===== config.mk =====
export PLATFORM = sky130hd
export DESIGN_NAME = mem_port_arbiter
export DESIGN_NICKNAME = d
export VERILOG_FILES = /design/src/rtl/mem_port_arbiter.sv
export SDC_FILE = /design/constraint.sdc
export NUM_CORES = 1
export LEC_CHECK = 0
export ABC_AREA = 0
export BUFFER_PORTS_ARGS = -buffer_cell sky130_fd_sc_hd__buf_2
export CORE_ASPECT_RATIO = 1.2
export CORE_MARGIN = 2
export CORE_UTILIZATION = 50
export CTS_CLUSTER_SIZE = 12
export DETAILED_ROUTE_END_ITERATION = 10
export MAX_ROUTING_LAYER = met4
export PLACE_DENSITY = 0.8
export SLEW_MARGIN = 10
export SYNTH_ARGS = -nofsm -noshare
export SYNTH_HDL_FRONTEND = slang
export SYNTH_SLANG_ARGS = --single-unit

===== constraint.sdc =====
create_clock -name clk -period 2.9 [get_ports clk]
set_input_delay 0.145 -clock clk [delete_from_list [all_inputs] [get_ports clk]]
set_output_delay 0.145 -clock clk [all_outputs]
set_load 0.02 [all_outputs]

===== src/rtl/mem_port_arbiter.sv =====
// Arbitrates NCH pipeline requesters onto one need_to_work/work_done memory port,
// with fixed or round-robin priority, per-channel hold/done and a BUSY timeout.
module mem_port_arbiter #(
  parameter int NCH     = 2,
  parameter int AW      = 18,
  parameter int DW      = 16,
  parameter int RR_MODE = 0,
  parameter int TIMEOUT = 255
) (
  input  logic              clk,
  input  logic              rst,
  input  logic [NCH-1:0]    ch_req,
  input  logic [NCH-1:0]    ch_wr,
  input  logic [NCH*AW-1:0] ch_addr,
  input  logic [NCH*DW-1:0] ch_wdata,
  output logic [NCH-1:0]    ch_hold,
  output logic [NCH-1:0]    ch_done,
  output logic [NCH-1:0]    ch_err,
  output logic [DW-1:0]     ch_rdata,
  output logic              mem_need_to_work,
  output logic              mem_rd,
  output logic              mem_wr,
  output logic [AW-1:0]     mem_addr,
  output logic [DW-1:0]     mem_value,
  input  logic              mem_work_done,
  input  logic [DW-1:0]     mem_result,
  output logic [1:0]        dbg_state
);

  localparam int IW = $clog2(NCH);

  typedef enum logic [1:0] {
    S_IDLE = 2'd0,
    S_BUSY = 2'd1,
    S_DONE = 2'd2
  } state_t;

  state_t          state_q, state_d;
  logic [IW-1:0]   gnt_q, gnt_d;
  logic [IW-1:0]   rr_ptr_q, rr_ptr_d;
  logic            wr_q, wr_d;
  logic [AW-1:0]   addr_q, addr_d;
  logic [DW-1:0]   wdata_q, wdata_d;
  logic [31:0]     cnt_q, cnt_d;
  logic            err_q, err_d;
  logic [DW-1:0]   rdata_q, rdata_d;

  logic [IW-1:0]   win;
  logic [IW-1:0]   idx_c;
  logic            found;

  // Channel index reached by stepping 'off' places from 'base', wrapping at NCH.
  function automatic logic [IW-1:0] scan_idx(input logic [IW-1:0] base, input int off);
    int s;
    s = (int'(base) + off) % NCH;
    return IW'(s);
  endfunction

  // Fixed priority is the same scan anchored at channel 0.
  always_comb begin
    win   = '0;
    idx_c = '0;
    found = 1'b0;
    for (int off = 0; off < NCH; off++) begin
      idx_c = scan_idx((RR_MODE != 0) ? rr_ptr_q : '0, off);
      if (!found && ch_req[idx_c]) begin
        found = 1'b1;
        win   = idx_c;
      end
    end
  end

  always_comb begin
    state_d  = state_q;
    gnt_d    = gnt_q;
    rr_ptr_d = rr_ptr_q;
    wr_d     = wr_q;
    addr_d   = addr_q;
    wdata_d  = wdata_q;
    cnt_d    = cnt_q;
    err_d    = err_q;
    rdata_d  = rdata_q;
    case (state_q)
      S_IDLE: begin
        if (|ch_req) begin
          gnt_d   = win;
          wr_d    = ch_wr[win];
          addr_d  = ch_addr[int'(win)*AW +: AW];
          wdata_d = ch_wdata[int'(win)*DW +: DW];
          cnt_d   = '0;
          state_d = S_BUSY;
        end
      end
      S_BUSY: begin
        cnt_d = cnt_q + 32'd1;
        // Completion wins over a timeout landing in the same cycle.
        if (mem_work_done) begin
          if (!wr_q) rdata_d = mem_result;
          err_d   = 1'b0;
          state_d = S_DONE;
        end else if (TIMEOUT != 0 && cnt_q == 32'(TIMEOUT - 1)) begin
          err_d   = 1'b1;
          state_d = S_DONE;
        end
      end
      S_DONE: begin
        state_d = S_IDLE;
        if (RR_MODE != 0) rr_ptr_d = scan_idx(gnt_q, 1);
      end
      default: state_d = S_IDLE;
    endcase
  end

  always_ff @(posedge clk or posedge rst) begin
    if (rst) begin
      state_q  <= S_IDLE;
      gnt_q    <= '0;
      rr_ptr_q <= '0;
      wr_q     <= 1'b0;
      addr_q   <= '0;
      wdata_q  <= '0;
      cnt_q    <= '0;
      err_q    <= 1'b0;
      rdata_q  <= '0;
    end else begin
      state_q  <= state_d;
      gnt_q    <= gnt_d;
      rr_ptr_q <= rr_ptr_d;
      wr_q     <= wr_d;
      addr_q   <= addr_d;
      wdata_q  <= wdata_d;
      cnt_q    <= cnt_d;
      err_q    <= err_d;
      rdata_q  <= rdata_d;
    end
  end

  // Downstream outputs decode straight from state so reset clears them without a clock.
  always_comb begin
    mem_need_to_work = (state_q == S_BUSY);
    mem_rd           = (state_q == S_BUSY) & ~wr_q;
    mem_wr           = (state_q == S_BUSY) & wr_q;
    mem_addr         = (state_q == S_BUSY) ? addr_q : '0;
    mem_value        = (state_q == S_BUSY) ? wdata_q : '0;
    ch_done          = '0;
    ch_err           = '0;
    if (state_q == S_DONE) begin
      ch_done[gnt_q] = 1'b1;
      ch_err[gnt_q]  = err_q;
    end
  end

  assign ch_hold   = ch_req & ~ch_done;
  assign ch_rdata  = rdata_q;
  assign dbg_state = state_q;

endmodule


==> impl_summary.md <==
Logic synthesis
The number of different library cells used by synthesis comes to 45. The largest total area in the synthesized netlist belongs to sky130_fd_sc_hd__dfrtp_1. The top flip-flop cell by instance count after synthesis is sky130_fd_sc_hd__dfrtp_1.

Yosys attributes the largest share of cell area to sky130_fd_sc_hd__dfrtp_1 (50%), sky130_fd_sc_hd__mux2i_1 (13%), sky130_fd_sc_hd__nand2_1 (5.5%). In this run the mean area of a mapped cell was slightly above 10 um2. For this run, the register share of the synthesized area comes to 0.496. In the synthesized netlist the async set-or-reset flop fraction comes to 1.00. Yosys printed 0 warnings.

When the netlist entered floorplanning its net count stood at 520. The gate count of the mapped netlist is 427. The mapped netlist covers approximately 0.0044 mm2. The commonest cells after synthesis are sky130_fd_sc_hd__dfrtp_1 (87), sky130_fd_sc_hd__nand2_1 (64), sky130_fd_sc_hd__mux2i_1 (56).

The top cell type's share of synthesized area is 0.496. Counting flops with a built-in enable in the synthesized netlist gives 0. sky130_fd_sc_hd__dfrtp_1 is the most common cell in the netlist. In this run, synthesis produced a sequential element count of 87.

Detailed routing
The detailed-route wire length on metal 1 is around 4400 um. In the detailed route, the total length drawn on met2 is 5160 um. The remaining design rule violation count is 0. The DRC marker count from the first detailed-route iteration is between 200 and 250. Summing over every cut layer, the via total after detailed routing is roughly 3700.

The post-detailed-routing wire length is slightly above 10000 um. Using the TritonRoute via totals, the vias-per-cell ratio works out to about 5.3. The iteration count of the initial detailed-routing pass is 4. After detailed routing, the met3 layer carries ~630 um of wire. The uppermost layer routed is met4. The number of routed nets with antenna violations is 0. Dividing the detail-routed wire length by the instance count gives between 10 and 15 um.

Power
For this design the static power due to leakage is roughly 0.0028 uW. Of the total power, combinational logic draws 0.420. The internal power is between 2000 and 3000 uW. The clock network power share is 0.179.

Dividing total power by cell area gives a power density of around 840 mW/mm2. The sequential group share of total power is 0.401. The net switching share of the total power is 0.400. IR analysis of the VDD net gives a maximum drop of 0.441 mV. The switching power summed over all nets is 1840 uW.

Flow run
The max capacitance violation total is 0.

Die
Measured along the x axis, the die boundary spans between 80 and 90 um. After floorplanning, the core was divided into 37 placement rows. The starting density of the core is 0.513. The count of boundary I/O pins is about 150. The die footprint is between 0.009 and 0.01 mm2. The die is approximately 110 um tall. The placeable core region is 0.00856 mm2.

Place
Detailed placement ended at an HPWL of approximately 7600 um. Buffers placed on the I/O ports in this run total about 150. The congestion estimate from routability-driven global placement came to 0.880.

Final layout
The antenna diode count is 0. The synthesis-to-layout area growth is 25.0%. After the last flow step, the layout net total stands at between 600 and 700. The share of layout cells above drive strength 1 is 0.350.

The final core utilization is 0.641.

Timing
The final setup violation count is 0. The final number of max-transition violations is 0. The clock period minus worst slack is between 2000 and 2500 ps. Static timing analysis puts the maximum clock frequency at 481 MHz. At the pin with the least slew margin, the transition time is 823 ps. Of the available clock period, the critical path in the final layout requires 0.717. For the final routed database, the setup TNS stands at 0 ps. In this run the tightest slew margin relative to its limit is 0.450.

The number of endpoints with negative hold slack in the final report is 0. Setup repair after global routing left no endpoint under its margin. The tightest hold path in the finished design has a slack of about 16 ps. The setup skew after layout is between 10 and 15 ps.

Global route
The via count of the first global-routing pass is 3518. For this run the aggregate overflow at the end of global routing stands at 0. The first global-routing pass estimated approximately 17000 um of wire. In the global route stage, overall resource usage came out at 0.229. The initial antenna violation count came to 0. The largest net degree at the start of global routing is 58.

Critical path
Along the worst path, the maximum fanout reaches about 40. The required time of the critical path is between 2000 and 3000 ps. The worst setup path is captured at a primary output. STA puts the critical path data arrival time at around 1900 ps. The critical path launch point type is a flip-flop.

The worst setup path is of the flip-flop to primary output kind.

CTS
The cell at the root of the clock tree is sky130_fd_sc_hd__clkbuf_8. The total CTS buffers is 9. TritonCTS built the clock tree. The worst-case clock buffer depth is 2. Clock tree synthesis found a total of between 80 and 90 sinks.

At the later pin of the worst-skew pair, clock insertion delay measures roughly 350 ps. The number of H-tree levels is 3. The clock transition at the registers of the reported paths is 80 ps.

Hold path
The classification of the worst-slack hold path is input port to flip-flop.

Run status
The run finished with clean final reports.
registers in the layout (all words and copies together) (netlist names):
| name | count |
|---|---|
| wdata_q | 16 |
| gnt_q | 1 |
| ch_rdata | 16 |
| cnt_q | 32 |
| addr_q | 18 |
| wr_q | 1 |
| dbg_state | 2 |
| err_q | 1 |
power groups by stage:
stage	clock network [uW]	logic, uW	registers [uW]
final	826	1930	1840
after global routing	890	2120	1900
after CTS	841	1910	1850
after detailed placement	0	1910	1860
after global placement	0	1870	1840
after floorplan	0	1200	1930
final timing paths:
path | startpoint | slack, ps | endpoint | cells past startpoint
setup / recovery | dbg_state[1]$_DFFE_PP0P_ | 820 | mem_value[11] | 5
hold / removal | mem_work_done | 20 | dbg_state[0]$_DFFE_PP0P_ | 2
setup reg to reg | cnt_q[0]$_DFFE_PP0P_ | 880 | cnt_q[20]$_DFFE_PP0P_ | 5
hold reg to reg | addr_q[14]$_DFFE_PP0P_ | 480 | addr_q[14]$_DFFE_PP0P_ | 2
max in group asynchronous | rst | 1730 | cnt_q[24]$_DFFE_PP0P_ | 4
min in group asynchronous | rst | 490 | addr_q[11]$_DFFE_PP0P_ | 3
per-layer routing:
metal  vias up  global-route usage
met2       143               0.354
met4         0              0.0768
li1       1789                   -
met1      1737               0.301
met3        15              0.0477
met5         -                   -
worst max-delay path, stage by stage (launching register included):
cell and delay [ps]:
sky130_fd_sc_hd__dfrtp_1 430, sky130_fd_sc_hd__nand2b_2 320, sky130_fd_sc_hd__inv_1 130, sky130_fd_sc_hd__buf_4 340, sky130_fd_sc_hd__and2_1 190, sky130_fd_sc_hd__buf_2 160
final cells by class:
cell class	instances	area, um2
clock buffers	12	145
clock inverters	3	43.8
fillers	712	3080
inverters	4	16.3
multi-input cells	310	2100
flip-flops and latches	87	2180
well taps	117	146
repair buffers	159	863
through the flow:
stage               instance area (um2)  instances  total power [uW]  setup slack, ps
floorplan                          4390        427              3130              505
global placement                   5260        675              3710              976
detailed placement                 5260        675              3770              900
CTS                                5460        691              4590              837
global route                       5490        692              4910              636
finish                             5490        692              4600              821
cells by family after synthesis:
kind of cell,synth area share
simple gates,0.215
flops,0.496
mux,0.169
compound gates,0.0798
buf+inv,0.0311
xor+xnor,0.00399
fa+ha+maj,0.00570
placed cells by master (no fill, tap or decap), types with 2 or more instances in the layout:
master                     synthesis  final
sky130_fd_sc_hd__buf_2            10    151
sky130_fd_sc_hd__dfrtp_1          87     87
sky130_fd_sc_hd__nand2_1          64     64
sky130_fd_sc_hd__mux2i_1          56     56
sky130_fd_sc_hd__o21ai_0          47     47
sky130_fd_sc_hd__and2_1           38     38
sky130_fd_sc_hd__mux2_2           16     16
sky130_fd_sc_hd__nand3_1          16     16
sky130_fd_sc_hd__nand4_1          15     15
sky130_fd_sc_hd__clkbuf_8          0     10
sky130_fd_sc_hd__nor2_1            5      5
sky130_fd_sc_hd__and3_1            5      5
sky130_fd_sc_hd__nor4_1            4      4
sky130_fd_sc_hd__o31ai_1           4      4
sky130_fd_sc_hd__a21oi_1           4      4
sky130_fd_sc_hd__buf_4             1      4
sky130_fd_sc_hd__nor4_2            3      3
sky130_fd_sc_hd__inv_1             4      3
sky130_fd_sc_hd__a31oi_1           3      3
sky130_fd_sc_hd__nor3_1            3      3
sky130_fd_sc_hd__nor2b_1           3      2
sky130_fd_sc_hd__clkinv_2          0      2
sky130_fd_sc_hd__and4_1            2      2
sky130_fd_sc_hd__ha_1              2      2
sky130_fd_sc_hd__clkbuf_1         13      2
sky130_fd_sc_hd__buf_12            0      2
timing repair:
action,in CTS,in global routing
hold buffers,1,0
endpoints found under the setup margin,0,0
setup buffers,0,0
endpoints found under the hold margin,45,0
resized for setup,0,0
Power figures use the tool's default switching activity.
